--- src/rtl/fetch_pkg.sv ---
// Shared types and constants for the instruction-fetch slice of the 16-bit core.
package fetch_pkg;

  typedef enum logic [2:0] {
    NE     = 3'd0,
    EQ     = 3'd1,
    GT     = 3'd2,
    LT     = 3'd3,
    GE     = 3'd4,
    LE     = 3'd5,
    OV     = 3'd6,
    UNCOND = 3'd7
  } cond_t;

  localparam int unsigned FLAG_V = 2;
  localparam int unsigned FLAG_N = 1;
  localparam int unsigned FLAG_Z = 0;

  localparam logic [3:0] OPC_HLT = 4'hF;

  typedef enum logic [1:0] {
    RUN   = 2'd0,
    DRAIN = 2'd1,
    HALT  = 2'd2
  } fstate_t;

endpackage

--- src/rtl/fetch_sequencer_branch_eval.sv ---
// Branch resolution: condition test against {V,N,Z} and next-PC target selection.
module branch_eval
  import fetch_pkg::*;
(
  input  logic [2:0]  cond,
  input  logic [2:0]  flags,
  input  logic        br_reg,
  input  logic [15:0] pc_plus2,
  input  logic [8:0]  imm,
  input  logic [15:0] rs_val,
  output logic        taken,
  output logic [15:0] target
);

  logic        flag_v;
  logic        flag_n;
  logic        flag_z;
  logic [15:0] offset;

  always_comb begin
    flag_v = flags[FLAG_V];
    flag_n = flags[FLAG_N];
    flag_z = flags[FLAG_Z];
  end

  always_comb begin
    taken = 1'b0;
    unique case (cond_t'(cond))
      NE:      taken = ~flag_z;
      EQ:      taken = flag_z;
      GT:      taken = ~flag_z & ~flag_n;
      LT:      taken = flag_n;
      GE:      taken = flag_z | ~flag_n;
      LE:      taken = flag_z | flag_n;
      OV:      taken = flag_v;
      UNCOND:  taken = 1'b1;
      default: taken = 1'b0;
    endcase
  end

  // Word offset sign-extended and scaled to bytes; the add wraps modulo 2^16.
  always_comb begin
    offset = {{6{imm[8]}}, imm, 1'b0};
    target = br_reg ? rs_val : (pc_plus2 + offset);
  end

endmodule

--- src/rtl/fetch_sequencer.sv ---
// Instruction-fetch controller: owns the PC, runs the imem hold-until-valid
// handshake, applies taken-branch redirects and buffers one word across stalls.
module fetch_sequencer
  import fetch_pkg::*;
(
  input  logic        clk,
  input  logic        rst_n,
  input  logic        stall,
  input  logic        br_valid,
  input  logic [2:0]  br_cond,
  input  logic [2:0]  br_flags,
  input  logic        br_reg,
  input  logic [15:0] br_pc_plus2,
  input  logic [8:0]  br_imm,
  input  logic [15:0] br_rs_val,
  output logic        imem_req,
  output logic [15:0] imem_addr,
  input  logic        imem_valid,
  input  logic [15:0] imem_data,
  output logic        if_valid,
  output logic [15:0] if_instr,
  output logic [15:0] if_pc_plus2,
  output logic        flush,
  output logic        halted,
  output logic [15:0] pc
);

  fstate_t     state;
  logic [15:0] req_addr;
  logic        hold_valid;
  logic [15:0] hold_instr;
  logic [15:0] hold_pc2;

  logic        taken;
  logic [15:0] target;
  logic        redirect;
  logic        fetch_done;
  logic        fetch_hlt;
  logic [15:0] pc_next;

  branch_eval u_branch_eval (
    .cond     (br_cond),
    .flags    (br_flags),
    .br_reg   (br_reg),
    .pc_plus2 (br_pc_plus2),
    .imm      (br_imm),
    .rs_val   (br_rs_val),
    .taken    (taken),
    .target   (target)
  );

  // pc only moves on completion, so in RUN it doubles as the stable request
  // address; DRAIN must keep presenting the pre-redirect address instead.
  always_comb begin
    imem_req  = 1'b0;
    imem_addr = pc;
    unique case (state)
      RUN:     imem_req = ~hold_valid;
      DRAIN: begin
        imem_req  = 1'b1;
        imem_addr = req_addr;
      end
      default: imem_req = 1'b0;
    endcase
    if (!rst_n) imem_req = 1'b0;
  end

  always_comb begin
    redirect   = br_valid & taken;
    flush      = redirect;
    fetch_done = (state == RUN) & imem_req & imem_valid;
    fetch_hlt  = (imem_data[15:12] == OPC_HLT);
    pc_next    = pc + 16'd2;
  end

  always_ff @(posedge clk or negedge rst_n) begin
    if (!rst_n) begin
      state       <= RUN;
      pc          <= '0;
      req_addr    <= '0;
      hold_valid  <= 1'b0;
      hold_instr  <= '0;
      hold_pc2    <= '0;
      if_valid    <= 1'b0;
      if_instr    <= '0;
      if_pc_plus2 <= '0;
      halted      <= 1'b0;
    end else if (redirect) begin
      pc         <= target;
      hold_valid <= 1'b0;
      if_valid   <= 1'b0;
      halted     <= 1'b0;
      unique case (state)
        RUN: begin
          if (imem_req && !imem_valid) begin
            state    <= DRAIN;
            req_addr <= pc;
          end
        end
        DRAIN:   if (imem_valid) state <= RUN;
        default: state <= RUN;
      endcase
    end else begin
      if (!stall) begin
        if (hold_valid) begin
          if_valid    <= 1'b1;
          if_instr    <= hold_instr;
          if_pc_plus2 <= hold_pc2;
          hold_valid  <= 1'b0;
          if (hold_instr[15:12] == OPC_HLT) halted <= 1'b1;
        end else if (fetch_done) begin
          if_valid    <= 1'b1;
          if_instr    <= imem_data;
          if_pc_plus2 <= pc_next;
          if (fetch_hlt) halted <= 1'b1;
        end else begin
          if_valid <= 1'b0;
        end
      end else if (fetch_done) begin
        hold_valid <= 1'b1;
        hold_instr <= imem_data;
        hold_pc2   <= pc_next;
      end

      unique case (state)
        RUN: begin
          if (fetch_done) begin
            if (fetch_hlt) state <= HALT;
            else           pc    <= pc_next;
          end
        end
        DRAIN:   if (imem_valid) state <= RUN;
        default: state <= state;
      endcase
    end
  end

endmodule

--- config.mk ---
export PLATFORM = sky130hd
export DESIGN_NAME = fetch_sequencer
export DESIGN_NICKNAME = d
export VERILOG_FILES = /design/src/rtl/fetch_pkg.sv /design/src/rtl/fetch_sequencer_branch_eval.sv /design/src/rtl/fetch_sequencer.sv
export SDC_FILE = /design/constraint.sdc
export NUM_CORES = 1
export LEC_CHECK = 0
export BUFFER_PORTS_ARGS = -buffer_cell sky130_fd_sc_hd__buf_2
export CAP_MARGIN = 10
export CORE_MARGIN = 5
export CORE_UTILIZATION = 60
export CTS_BUF_LIST = sky130_fd_sc_hd__clkbuf_2
export DETAILED_ROUTE_END_ITERATION = 10
export GPL_TIMING_DRIVEN = 0
export HOLD_SLACK_MARGIN = 0.15
export PLACE_DENSITY = 0.88
export SKIP_CTS_REPAIR_TIMING = 1
export SLEW_MARGIN = 20
export SYNTH_ARGS = -nofsm -noshare
export SYNTH_HDL_FRONTEND = slang
export SYNTH_SLANG_ARGS = --single-unit
--- constraint.sdc ---
create_clock -name clk -period 3.85 [get_ports clk]
set_clock_uncertainty 0.15 [all_clocks]
set_input_delay 0.385 -clock clk [delete_from_list [all_inputs] [get_ports clk]]
set_output_delay 0.385 -clock clk [all_outputs]
set_load 0.01 [all_outputs]
==> impl_metrics.ini <==
[layout]
fin_cells = 888
final_layout_size_suffix_gt1_share_pct = 31.3
fillCellCount = 637
area_growth_pct = 25.3
fin_nets = 838

[sta]
period_needed_ns = 3.24
drv_slew = 0
setup-violations-final = 0
rsz0062_at_grt = false
relSlewSlack_pct = 43.9
finalHoldViolations = 0
fin_setup_tns_ns = 0
fmax_mhz = 309
max_slew.worst_pin.slew_ns = 0.842
final.period_utilization_pct = 84.2

[yosys]
synthCells = 562
synth_area_per_cell_um2 = 10.2
synthMuxAreaShare_pct = 15.6
synth_top_area_cell = dfrtp_1
netlist.area_leader.share_pct = 44.1
yosysMostFrequentCell = dfrtp_1
synth-compound-area-share_pct = 12.1
synth-seq-cells = 101
synthTopCellsByArea = dfrtp_1 44%, mux2_2 6.7%, mux2i_1 4.7%, nand2_1 4.3%, mux2_4 4.2%
synth_top_family_by_area = multiplexers
synth_simple_gate_area_share_pct = 14.4
syn-cell-area_um2 = 5730
ys_types = 53
ys_warn_count = 0
synth-main-ff-cell = dfrtp_1
synth_xor_area_share_pct = 5.81
ys_seq_area_share_pct = 44.1
syn_nets = 647
synthArstFlopShare_pct = 100
synth_top_cells_by_count = 101 x dfrtp_1, 66 x nand2_1, 38 x a21oi_1, 36 x nor2_1, 34 x mux2_2
yosys.area_share.adder_pct = 3.63
synth-edff-count = 0

[detailed_routing]
viasPerCell = 5.68
wl_per_cell_um = 17.6
drc = 0
drt_iter0_drc = 261
dr.pass1.iters = 5
routed_wl_um = 15600
antenna_left = 0
vias = 5048

[clock_network]
clk_pin_slew_ns = 0.28
clock_sinks = 101
insertion_delay_ns = 0.60
cts_max_path_buffers = 2
cts-root-buf = clkbuf_2
numCtsBuffers = 9
cts_tree = done
htree_num_levels = 3

[worst_hold_path]
hp-class = primary input to register

[setup_path]
path_max_fanout = 10
crit_top_cell = clkbuf_1
worstSetupPathType = register to output port
slowest_stage = dfrtp_1
crit_buf_inv = 3
path_cells = nor2b_1 -> clkbuf_1 -> clkbuf_1 -> mux2_2 -> buf_2
start_kind = register
required_ns = 3.31
arrival_ns = 2.71
crit_path_end_kind = output port
cpLargestDelayFamily = buffers and inverters
slowest_delay_ns = 0.51

[die]
dieHeight_um = 108
start_util_pct = 61.7
row_count = 35
die_area_um2 = 11600
core-area_um2 = 9280
io_pins = 137
dieWidth_um = 108

[global_routing]
grt_util_met1_pct = 30.3
grt_pass1_wl_um = 23700
grt_pass1_vias = 5030
grt-ovfl-total = 0
antenna_found_initial = 0
grt_use_met2_pct = 44.7
grt_max_degree = 55
use_met3_pct = 5.22
track_usage_pct = 25.6
top_usage_layer = met2

[placed_design]
globalplace.congestion = 0.879
portBuffers = 136
place_inst = 828
place_hpwl_um = 11300

[run]
cap_violations = 0

[pwr]
ir_worst_vdd_mv = 0.240
finalPower_uw = 3700
p_leak_uw = 0.00339
power.density_nw_per_um2 = 515

[run_status]
status = complete, no violations
==> kinds of logic (layout without fill, tap and decap cells) <==
logic type      after synthesis  in the layout
buf+inv                      44            240
flops                       101            101
other cells                   0              1
compound gates              119            119
xor+xnor                     38             38
mux                          77             77
fa+ha+maj                    16             16
simple gates                167            167
==> metrics by stage <==
step | setup slack [ns] | instance area, µm² | hold slack [ns] | util (%)
2_1_floorplan | 1.66 | 5730 | -0.0606 | -
3_3_place_gp | -0.0456 | 6570 | 0.310 | 70.8
3_5_place_dp | 1.32 | 6610 | 0.208 | 71.1
4_1_cts | 0.627 | 6730 | -0.484 | 72.5
5_1_grt | 0.456 | 7180 | 0.175 | 77.3
6_report | 0.609 | 7180 | 0.145 | 77.3
==> path summary, 6_finish.rpt <==
path	startpoint	to	slack, ns	cells after the start
worst min register to register	hold_pc2[6]	hold_pc2[6]	0.37	2
worst min-delay path	br_pc_plus2[13]	pc[13]	0.14	4
min in group asynchronous	rst_n	req_addr[15]	0.53	3
max in group asynchronous	rst_n	req_addr[5]	2.54	4
worst max-delay path	state[0]	imem_addr[8]	0.61	5
worst max register to register	pc[1]	pc[15]	1.08	7
==> worst register-to-register path, cell delays in order (launching register included) <==
cell and delay, ns:
dfrtp_1 0.60, ha_1 0.32, nand3_1 0.21, nor4_1 0.38, xor2_1 0.20, o21ai_0 0.13
a31oi_1 0.17, dlygate4sd3_1 0.57
==> layout make-up <==
| cell class | instances | area (µm²) | share of cell area (%) |
|---|---|---|---|
| repair buffers | 180 | 1160 | 16.2 |
| plain buffers | 35 | 214 | 2.98 |
| well taps | 129 | 161 | 2.25 |
| multi-input cells | 417 | 2950 | 41.2 |
| clock inverters | 6 | 72.6 | 1.01 |
| inverters | 9 | 33.8 | 0.471 |
| flip-flops and latches | 101 | 2530 | 35.2 |
| diodes | 1 | 2.50 | 0.0349 |
| clock buffers | 10 | 50.0 | 0.697 |
==> power by group <==
group | switching, µW | total [µW] | internal, µW
clock network | 372 | 529 | 157
registers | 266 | 1710 | 1440
logic | 761 | 1460 | 697
==> registers in the layout, summed over array words and instances (netlist names) <==
register,flops
pc,16
hold_pc2,16
if_instr,16
req_addr,16
state,2
hold_valid,1
halted,1
if_valid,1
hold_instr,16
if_pc_plus2,16
==> routing by layer <==
layer	vias up	wire length, µm
li1	2353	-
met1	2464	6210
met2	203	7950
met3	28	1030
met4	0	394
met5	-	0
==> cell usage in the layout, fill, tap and decap left out, drive strengths merged, types with 3 or more instances in the layout <==
| cell type | n |
|---|---|
| nand3 | 9 |
| and3 | 9 |
| xor2 | 19 |
| ha | 15 |
| nand3b | 11 |
| xnor2 | 19 |
| nand4 | 6 |
| nor2 | 37 |
| clkinvlp | 3 |
| nor3 | 4 |
| a21o | 4 |
| o21ai | 59 |
| nor2b | 7 |
| a31oi | 3 |
| mux2i | 27 |
| dfrtp | 101 |
| inv | 10 |
| a21oi | 38 |
| mux2 | 50 |
| nor4 | 6 |
| nand2 | 66 |
| clkbuf | 29 |
| buf | 154 |
| or3 | 3 |
| dlygate4sd3 | 42 |
No activity file was read; power rests on OpenSTA's default activity.
